### config.mk
export PLATFORM = sky130hd
export DESIGN_NAME = bar_handshake_merge_flat
export DESIGN_NICKNAME = d
export VERILOG_FILES = /design/src/rtl/bar_handshake_merge_if.sv /design/src/rtl/bar_handshake_merge.sv /design/src/flat_wrapper.sv
export SDC_FILE = /design/constraint.sdc
export NUM_CORES = 1
export LEC_CHECK = 0
export CAP_MARGIN = 5
export CELL_PAD_IN_SITES_DETAIL_PLACEMENT = 2
export CELL_PAD_IN_SITES_GLOBAL_PLACEMENT = 2
export CORE_MARGIN = 2
export CORE_UTILIZATION = 30
export DETAILED_ROUTE_END_ITERATION = 8
export GPL_ROUTABILITY_DRIVEN = 1
export PLACE_DENSITY_LB_ADDON = 0.25
export SYNTH_ARGS = -nofsm -noshare
export SYNTH_HDL_FRONTEND = slang
export SYNTH_SLANG_ARGS = --single-unit
### constraint.sdc
create_clock -name CLK -period 2.9 [get_ports CLK]
set_input_delay 0.29 -clock CLK [delete_from_list [all_inputs] [get_ports CLK]]
set_output_delay 0.29 -clock CLK [all_outputs]
set_load 0.02 [all_outputs]
### src/rtl/bar_handshake_merge_if.sv
// bar_handshake_merge_if
//   Bundles the three ready/valid source channels and the merged output
//   channel of bar_handshake_merge.
//   Signals:
//     handshake_arr_K_valid/ready, src_K_in1/in2 (K = 0..2) : source channels
//     handshake_valid/ready, in1, in2, src_id                : merged channel
//   Modports:
//     master : environment side (drives sources and consumer ready)
//     slave  : merge block side
interface bar_handshake_merge_if #(
  parameter int unsigned WIDTH = 5
);
  logic             handshake_arr_0_valid;
  logic             handshake_arr_1_valid;
  logic             handshake_arr_2_valid;
  logic             handshake_arr_0_ready;
  logic             handshake_arr_1_ready;
  logic             handshake_arr_2_ready;
  logic [WIDTH-1:0] src_0_in1;
  logic [WIDTH-1:0] src_0_in2;
  logic [WIDTH-1:0] src_1_in1;
  logic [WIDTH-1:0] src_1_in2;
  logic [WIDTH-1:0] src_2_in1;
  logic [WIDTH-1:0] src_2_in2;
  logic             handshake_valid;
  logic             handshake_ready;
  logic [WIDTH-1:0] in1;
  logic [WIDTH-1:0] in2;
  logic [1:0]       src_id;

  modport master (
    output handshake_arr_0_valid, handshake_arr_1_valid, handshake_arr_2_valid,
    output src_0_in1, src_0_in2, src_1_in1, src_1_in2, src_2_in1, src_2_in2,
    output handshake_ready,
    input  handshake_arr_0_ready, handshake_arr_1_ready, handshake_arr_2_ready,
    input  handshake_valid, in1, in2, src_id
  );

  modport slave (
    input  handshake_arr_0_valid, handshake_arr_1_valid, handshake_arr_2_valid,
    input  src_0_in1, src_0_in2, src_1_in1, src_1_in2, src_2_in1, src_2_in2,
    input  handshake_ready,
    output handshake_arr_0_ready, handshake_arr_1_ready, handshake_arr_2_ready,
    output handshake_valid, in1, in2, src_id
  );
endinterface

### src/rtl/bar_handshake_merge.sv
// bar_handshake_merge
//   Round-robin merge of three ready/valid sources into one channel through
//   a two-entry FIFO. One transfer per cycle; source readiness never depends
//   on the consumer's handshake_ready.
//   Ports:
//     CLK          : clock, rising edge
//     ASYNCRESETN  : asynchronous active-low reset
//     hs (slave)   : source channels in, merged channel out
module bar_handshake_merge #(
  parameter int unsigned WIDTH = 5,
  parameter int unsigned N     = 3
) (
  input logic                  CLK,
  input logic                  ASYNCRESETN,
  bar_handshake_merge_if.slave hs
);

  logic [N-1:0]     w_src_valid;
  logic [WIDTH-1:0] w_src_in1 [N];
  logic [WIDTH-1:0] w_src_in2 [N];

  logic [1:0]       r_mem_id  [2];
  logic [WIDTH-1:0] r_mem_in1 [2];
  logic [WIDTH-1:0] r_mem_in2 [2];
  logic             r_head;
  logic             r_tail;
  logic [1:0]       r_count;
  logic [1:0]       r_ptr;

  logic             w_win_valid;
  logic [1:0]       w_win;
  logic [2:0]       w_idx;
  logic             w_push;
  logic             w_pop;
  logic             w_rd;

  assign w_src_valid  = {hs.handshake_arr_2_valid, hs.handshake_arr_1_valid,
                         hs.handshake_arr_0_valid};
  assign w_src_in1[0] = hs.src_0_in1;
  assign w_src_in1[1] = hs.src_1_in1;
  assign w_src_in1[2] = hs.src_2_in1;
  assign w_src_in2[0] = hs.src_0_in2;
  assign w_src_in2[1] = hs.src_1_in2;
  assign w_src_in2[2] = hs.src_2_in2;

  // First valid source scanning from r_ptr with wrap.
  always_comb begin
    w_win_valid = 1'b0;
    w_win       = '0;
    w_idx       = '0;
    for (int unsigned k = 0; k < N; k++) begin
      w_idx = {1'b0, r_ptr} + 3'(k);
      if (w_idx >= 3'(N)) begin
        w_idx = w_idx - 3'(N);
      end
      if (!w_win_valid && w_src_valid[w_idx]) begin
        w_win_valid = 1'b1;
        w_win       = w_idx[1:0];
      end
    end
  end

  // Reset gates readiness so no source sees ready while held in reset.
  assign w_push = w_win_valid & (r_count != 2'd2) & ASYNCRESETN;
  assign w_pop  = (r_count != 2'd0) & hs.handshake_ready;

  assign hs.handshake_arr_0_ready = w_push & (w_win == 2'd0);
  assign hs.handshake_arr_1_ready = w_push & (w_win == 2'd1);
  assign hs.handshake_arr_2_ready = w_push & (w_win == 2'd2);

  // When empty, the slot behind the head is the one most recently popped,
  // so reading it keeps the idle outputs at the last popped contents.
  assign w_rd = (r_count == 2'd0) ? ~r_head : r_head;

  assign hs.handshake_valid = (r_count != 2'd0);
  assign hs.in1             = r_mem_in1[w_rd];
  assign hs.in2             = r_mem_in2[w_rd];
  assign hs.src_id          = r_mem_id[w_rd];

  always_ff @(posedge CLK or negedge ASYNCRESETN) begin
    if (!ASYNCRESETN) begin
      r_head  <= 1'b0;
      r_tail  <= 1'b0;
      r_count <= '0;
      r_ptr   <= '0;
      for (int unsigned i = 0; i < 2; i++) begin
        r_mem_id[i]  <= '0;
        r_mem_in1[i] <= '0;
        r_mem_in2[i] <= '0;
      end
    end else begin
      if (w_push) begin
        r_mem_id[r_tail]  <= w_win;
        r_mem_in1[r_tail] <= w_src_in1[w_win];
        r_mem_in2[r_tail] <= w_src_in2[w_win];
        r_tail            <= ~r_tail;
        r_ptr             <= (w_win == 2'd2) ? 2'd0 : 2'(w_win + 2'd1);
      end
      if (w_pop) begin
        r_head <= ~r_head;
      end
      case ({w_push, w_pop})
        2'b10:   r_count <= 2'(r_count + 2'd1);
        2'b01:   r_count <= 2'(r_count - 2'd1);
        default: r_count <= r_count;
      endcase
    end
  end

endmodule

### src/flat_wrapper.sv
// flat-port wrapper written by rule: the top's interface ports become plain ports
module bar_handshake_merge_flat 
#(
  parameter int unsigned WIDTH = 5,
  parameter int unsigned N     = 3
)
  (CLK, ASYNCRESETN, hs_handshake_arr_0_valid, hs_handshake_arr_1_valid, hs_handshake_arr_2_valid, hs_src_0_in1, hs_src_0_in2, hs_src_1_in1, hs_src_1_in2, hs_src_2_in1, hs_src_2_in2, hs_handshake_ready, hs_handshake_arr_0_ready, hs_handshake_arr_1_ready, hs_handshake_arr_2_ready, hs_handshake_valid, hs_in1, hs_in2, hs_src_id);
  bar_handshake_merge_if #(.WIDTH(WIDTH)) hs_i ();
  input logic CLK;
  input logic ASYNCRESETN;
  input wire logic [$bits(hs_i.handshake_arr_0_valid)-1:0] hs_handshake_arr_0_valid;
  input wire logic [$bits(hs_i.handshake_arr_1_valid)-1:0] hs_handshake_arr_1_valid;
  input wire logic [$bits(hs_i.handshake_arr_2_valid)-1:0] hs_handshake_arr_2_valid;
  input wire logic [$bits(hs_i.src_0_in1)-1:0] hs_src_0_in1;
  input wire logic [$bits(hs_i.src_0_in2)-1:0] hs_src_0_in2;
  input wire logic [$bits(hs_i.src_1_in1)-1:0] hs_src_1_in1;
  input wire logic [$bits(hs_i.src_1_in2)-1:0] hs_src_1_in2;
  input wire logic [$bits(hs_i.src_2_in1)-1:0] hs_src_2_in1;
  input wire logic [$bits(hs_i.src_2_in2)-1:0] hs_src_2_in2;
  input wire logic [$bits(hs_i.handshake_ready)-1:0] hs_handshake_ready;
  output wire logic [$bits(hs_i.handshake_arr_0_ready)-1:0] hs_handshake_arr_0_ready;
  output wire logic [$bits(hs_i.handshake_arr_1_ready)-1:0] hs_handshake_arr_1_ready;
  output wire logic [$bits(hs_i.handshake_arr_2_ready)-1:0] hs_handshake_arr_2_ready;
  output wire logic [$bits(hs_i.handshake_valid)-1:0] hs_handshake_valid;
  output wire logic [$bits(hs_i.in1)-1:0] hs_in1;
  output wire logic [$bits(hs_i.in2)-1:0] hs_in2;
  output wire logic [$bits(hs_i.src_id)-1:0] hs_src_id;
  assign hs_i.handshake_arr_0_valid = hs_handshake_arr_0_valid;
  assign hs_i.handshake_arr_1_valid = hs_handshake_arr_1_valid;
  assign hs_i.handshake_arr_2_valid = hs_handshake_arr_2_valid;
  assign hs_i.src_0_in1 = hs_src_0_in1;
  assign hs_i.src_0_in2 = hs_src_0_in2;
  assign hs_i.src_1_in1 = hs_src_1_in1;
  assign hs_i.src_1_in2 = hs_src_1_in2;
  assign hs_i.src_2_in1 = hs_src_2_in1;
  assign hs_i.src_2_in2 = hs_src_2_in2;
  assign hs_i.handshake_ready = hs_handshake_ready;
  assign hs_handshake_arr_0_ready = hs_i.handshake_arr_0_ready;
  assign hs_handshake_arr_1_ready = hs_i.handshake_arr_1_ready;
  assign hs_handshake_arr_2_ready = hs_i.handshake_arr_2_ready;
  assign hs_handshake_valid = hs_i.handshake_valid;
  assign hs_in1 = hs_i.in1;
  assign hs_in2 = hs_i.in2;
  assign hs_src_id = hs_i.src_id;
  bar_handshake_merge #(.WIDTH(WIDTH), .N(N)) u_core (.CLK(CLK), .ASYNCRESETN(ASYNCRESETN), .hs(hs_i));
endmodule
==> results.cfg, run 1 <==
[status]
run_status = completed

[clocking]
clock_latency_ns = 0.28
clock_sinks = 30
clockBufferDepth = 2
cts_max_level = 2
postCtsHoldBufs = 0
clkSlewWorstSetupHoldPaths_ns = 0.06
cts-buffers-inserted = 5
tritoncts = built
cts-root-buf = clkbuf_8

[synthesis]
synth.distinct_cells = 41
syn_inst = 239
yosysSeqAreaShare_pct = 34.9
synth.avg_cell_area_sq_um = 9.00
synth_area_sq_um = 2150
ys_ff_latch = 30
yosysWarnings = 0
synth_nets = 279

[drt]
via_per_inst = 5.12
vias = 2057
wl_um = 6880
wire_per_inst_um = 17.1
drt-initial-drc-count = 93
ant_nets = 0
drc = 0
dr.pass1.iters = 4

[power_and_ir_drop]
vdd_drop_max_mv = 0.475
powerDensity_nw_per_um2 = 1290
power.leakage_uw = 0.00125

[timing]
final-setup-viol-count = 0
setup_ws_ns = 0.124
skew_ns = 0.00835
hold_viol = 0
clock.fmax_mhz = 360
max_slew_margin_pct = 58.8
fin_crit_sh_pct = 95.7
drv_slew = 0
min_period_ns = 2.78
worstMarginPinSlew_ns = 0.612
hold_slack_ns = 0.427

[critical_path]
cp-start-kind = flip-flop
crit_arrival_ns = 2.49
cp_top_family = buffers and inverters
crit_chain = inv_1, ha_2, buf_4, inv_1, or3_1, a21boi_2, nor2_1, nor2_1, dlygate4sd2_1
cp-end-kind = primary output
crit_required_ns = 2.61
worstSetupPathType = flip-flop to primary output
cp_max_fo = 9
worst-path-buf-inv = 4
cpMaxStageDelayCell = or3_1
cpPeakStageDelay_ns = 0.40

[floorplanning]
start_util_pct = 31.3
die_h_um = 88.7
std_cell_rows = 30
core_sq_um = 6870
ios = 52
die_width_um = 88.7
dieArea_sq_um = 7860

[placement]
dp_hpwl_um = 5310
place_ws_ns = -0.0228
gp_congestion = 0.836
port_buffers = 51

[cells_and_area]
final_cell_mix = 48 x clkdlybuf4s50_1, 35 x nor2_1, 30 x dfrtp_1, 28 x inv_1, 28 x buf_4
multiInputGateArea_sq_um = 1240
diodes = 0
fin_nets = 347
final_common_cell = clkdlybuf4s50_1
layout-drive-gt1-share_pct = 23.5
area_delta_synth_final_pct = 40.1
regArea_sq_um = 751
fillerInstances = 748

[worst_hold_path]
hp-class = primary input to asynchronous set/reset pin

[run]
timing.max_cap.violations = 0

[grt]
grt_pass1_wl_um = 11400
grt_pass1_vias = 2269
grt_max_degree = 31
grt_overflow = 0
antenna_found_initial = 0
track_usage_pct = 18.9
[through the flow]
step / area, sq um / TNS, ns / total power (uW) / std cells / utilization, %
after floorplan: 2150 / 0 / 2480 / 239 / -
after global placement: 2910 / 0 / 3480 / 395 / 42.4
after detailed placement: 2910 / -0.0230 / 3560 / 395 / 42.4
after CTS: 3000 / -0.230 / 3920 / 401 / 43.7
after global routing: 3010 / -0.0265 / 4240 / 402 / 43.9
final: 3010 / 0 / 3900 / 402 / 43.9
[final timing paths]
kind                                  from                       end  slack (ns)  cells past startpoint
max                        u_core.r_ptr[0]  hs_handshake_arr_1_ready        0.12                      9
min                            ASYNCRESETN         u_core.r_count[0]        0.43                      2
max reg2reg                u_core.r_ptr[0]        u_core.r_mem_id[3]        0.26                     11
min reg2reg                  u_core.r_head             u_core.r_head        0.49                      1
max in group asynchronous      ASYNCRESETN       u_core.r_mem_in2[2]        2.18                      2
min in group CLK             u_core.r_head             u_core.r_head        0.49                      1
[synth_stat cells]
cell / number / area (sq um)
xor2_1: 2 / 17.5
mux2_4: 1 / 15.0
nor4_1: 10 / 62.6
a2bb2oi_1: 1 / 8.76
ha_1: 4 / 50.1
a21boi_0: 2 / 15.0
mux2i_1: 1 / 10.0
or3_1: 2 / 12.5
a22o_1: 2 / 17.5
nor4bb_1: 1 / 10.0
nor2b_1: 3 / 18.8
dfrtp_1: 30 / 751
o211a_1: 1 / 10.0
o22ai_1: 1 / 6.26
buf_6: 1 / 11.3
inv_1: 28 / 105
a2111oi_0: 2 / 17.5
xnor2_1: 4 / 35.0
a2111oi_2: 10 / 150
nor3b_1: 1 / 7.51
a211oi_1: 3 / 22.5
o21ai_0: 14 / 70.1
a2111oi_1: 7 / 70.1
mux2_2: 17 / 191
a21oi_1: 4 / 20.0
o211ai_1: 1 / 7.51
clkbuf_1: 9 / 33.8
nand2_1: 4 / 15.0
a2111oi_4: 1 / 27.5
a222oi_1: 1 / 10.0
nand2b_1: 1 / 6.26
o21a_1: 1 / 7.51
and2_1: 2 / 12.5
buf_4: 1 / 7.51
buf_2: 7 / 35.0
a21o_1: 1 / 7.51
a31oi_1: 20 / 125
or2_2: 1 / 6.26
nor3_1: 1 / 5.00
nor2_1: 35 / 131
nand3b_1: 1 / 7.51
[power breakdown]
part	total [uW]	leakage [uW]	switching, uW	internal [uW]
Clock	327	0.0000431	145	182
Combinational	2810	0.000864	1500	1310
Sequential	759	0.000343	121	637
[cell families (layout without fill, tap and decap cells)]
kind of cell	after synthesis	in the layout	share of synthesized area, %
compound gates	72	72	27.6
xor+xnor	6	6	2.44
fa+ha+maj	4	4	2.33
buf+inv	46	113	8.96
flops	30	30	34.9
mux	19	19	10.1
simple gates	62	62	13.7
[layout make-up]
type,count,share of cell area [%]
clock buffers,6,2.74
flip-flops and latches,30,24.9
multi-input cells,163,41.1
well taps,96,3.99
repair buffers,79,23.8
inverters,28,3.49
[registers in the layout, indices dropped and copies added (netlist names)]
register,flops
u_core.r_head,1
u_core.r_mem_id,4
u_core.r_mem_in1,10
u_core.r_count,2
u_core.r_mem_in2,10
u_core.r_ptr,2
u_core.r_tail,1
[timing repair]
action                                  4_1_cts  5_1_grt
resized for setup                             7        4
endpoints found under the hold margin         0        0
endpoints found under the setup margin        3        3
buffers inserted                              0        1
[layer usage]
| metal | GRT usage (%) | routed length [um] | vias up |
|---|---|---|---|
| li1 | - | - | 1001 |
| met1 | 24.7 | 3060 | 1015 |
| met2 | 32.5 | 3550 | 36 |
| met3 | 2.52 | 180 | 5 |
| met4 | 5.51 | 82 | 0 |
| met5 | 0 | 0 | - |
Note: power is estimated with default switching activity, not from simulation.
==> inputs of run 2 (changes only) <==
Settings changed: CTS_BUF_LIST from default to sky130_fd_sc_hd__clkbuf_16.
Clock period 2.9 ns to 2.6 ns, I/O delays scaled along.
==> results.cfg, run 2 (synthesis results as in run 1) <==
[status]
run_status = complete, but fails checks
violations = negative setup slack

[timing]
final-setup-viol-count = 24
clock.fmax_mhz = 357
fin_crit_sh_pct = 108
hold_slack_ns = 0.493
max_slew_margin_pct = 44.2
min_period_ns = 2.80
worstMarginPinSlew_ns = 0.829
hold_viol = 0
skew_ns = 0.00481
rsz0062_at_grt = true
setup_ws_ns = -0.202
drv_slew = 0

[worst_hold_path]
hp-class = primary input to asynchronous set/reset pin

[critical_path]
cpPeakStageDelay_ns = 0.44
cp-end-kind = flip-flop
worstSetupPathType = flip-flop to flip-flop
rr_endpoint = u_core.r_mem_in2[4]
crit_required_ns = 2.73
rr_startpoint = u_core.r_ptr[1]
r2r_cells = 13
r2r_slack_ns = -0.20
cp_max_fo = 5
crit_chain = inv_2, ha_4, buf_12, mux2_4, a222oi_1, buf_4, buf_6, buf_8, buf_6, a2111oi_4, a2111oi_4, buf_4, a31oi_1
crit_arrival_ns = 2.93
cp-start-kind = flip-flop
cpMaxStageDelayCell = dfrtp_2

[power_and_ir_drop]
pwr-share-clk_pct = 9.8
powerDensity_nw_per_um2 = 1630
swShare_pct = 46.2
power.leakage_uw = 0.00154
p_switching_uw = 2690
p_int_uw = 3140
p_seq_share_pct = 15.2
vdd_drop_max_mv = 0.836
power_frac_comb_pct = 75.1

[floorplanning]
ios = 52
core_sq_um = 6870
dieArea_sq_um = 7860
die_width_um = 88.7
die_h_um = 88.7
std_cell_rows = 30
start_util_pct = 31.3

[clocking]
cts-root-buf = clkbuf_16
clockBufferDepth = 2
postCtsHoldBufs = 0
tritoncts = built
clock_latency_ns = 0.28
clock_sinks = 30
cts_max_level = 2
cts-buffers-inserted = 5
clkSlewWorstSetupHoldPaths_ns = 0.05

[grt]
use_met1_pct = 30.4
grt_pass1_wl_um = 14200
grt_pass1_vias = 2602
track_usage_pct = 24.0
antenna_found_initial = 0
grt_overflow = 0
met2_usage_pct = 42.3
grt_max_degree = 31
grtUsageMet3_pct = 3.36
top_usage_layer = met2

[placement]
gp_congestion = 0.814
place_ws_ns = -0.266
dp_hpwl_um = 5580
place_area_sq_um = 3000
port_buffers = 51

[drt]
dr.pass1.iters = 5
via_per_inst = 5.44
vias = 2344
wire_per_inst_um = 24.6
wl_um = 10600
drc = 0
ant_nets = 0
drt-initial-drc-count = 103

[cells_and_area]
fin_nets = 374
reg.largest.list = u_core.r_mem_in1 x10, u_core.r_mem_in2 x10, u_core.r_mem_id x4
final_cell_mix = 41 x buf_4, 36 x clkdlybuf4s50_1, 33 x nor2_1, 29 x dfrtp_1, 25 x inv_1
final_common_cell = buf_4
area_delta_synth_final_pct = 66.8
design_area_sq_um = 3590
layout-drive-gt1-share_pct = 37.0
diodes = 0

[run]
timing.max_cap.violations = 0
==> run 2: cell count changes in the layout (fill, tap and decap cells not counted), moves of 3 or more <==
cell             before  now
buf_6                 0   14
buf_4                28   41
clkdlybuf4s50_1      48   36
dlymetal6s2s_1        1    9
a2111oi_4             1    8
clkbuf_8              6    0
a2111oi_1             7    2
clkbuf_16             0    5
ha_4                  0    3
inv_1                28   25
inv_2                 0    3
==> run 2: layout make-up <==
type	instances	area (sq um)
clock inverter	3	16.3
clock buffer	5	125
fill	711	3280
sequential	30	752
timing repair buffer	106	1010
inverter	28	105
multi-input combinational	163	1450
tap	96	120
==> run 2: repair_timing <==
action	in CTS	in global routing
resized for setup	49	41
gates cloned	1	0
pin swaps	10	14
endpoints found under the setup margin	29	35
setup buffers	8	7
==> run 2: per-layer routing <==
metal  vias to the layer above  wire length, um  part of all wire, %
met4                         0              141                  1.3
met1                      1208             4780                   45
li1                       1065                -                    -
met3                         9              272                  2.6
met5                         -                0                    0
met2                        62             5400                   51
==> run 2: through the flow <==
step                setup TNS (ns)  std cells  total power, uW  utilization [%]
floorplan                        0        239             2770                -
global placement            -0.776        407             4020             43.7
detailed placement           -1.73        407             4140             43.7
CTS                        -0.0910        424             5240             49.3
global route                 -4.00        431             6140             52.2
finish                       -2.32        431             5830             52.2
==> run 2: power by group through the flow <==
stage | combinational (uW) | sequential [uW] | clock, uW
after floorplan | 1960 | 809 | 0
after global placement | 3190 | 831 | 0
after detailed placement | 3290 | 855 | 0
after CTS | 3820 | 854 | 572
after global routing | 4630 | 911 | 600
final | 4380 | 884 | 570
==> run 2: worst max path at each step <==
stage | endpoint | slack [ns] | depth (start not counted) | start
after floorplan | u_core.r_count[1] | 0.02 | 11 | u_core.r_ptr[1]
final | u_core.r_mem_in2[4] | -0.20 | 13 | u_core.r_ptr[1]
after global placement | hs_handshake_arr_0_ready | -0.23 | 7 | hs_handshake_arr_1_valid
after CTS | u_core.r_mem_in2[9] | -0.03 | 13 | u_core.r_ptr[1]
after detailed placement | hs_handshake_arr_0_ready | -0.27 | 7 | hs_handshake_arr_1_valid
after global routing | u_core.r_mem_in2[4] | -0.26 | 13 | u_core.r_ptr[1]
==> run 2: worst max-delay path, delay by kind of cell, from the launching register on <==
family | cells | cell delay [ns]
adders and majority gates | 1 | 0.14
DFF | 1 | 0.44
buffers and inverters | 7 | 0.93
AOI/OAI and AO/OA | 4 | 0.82
muxes | 1 | 0.31
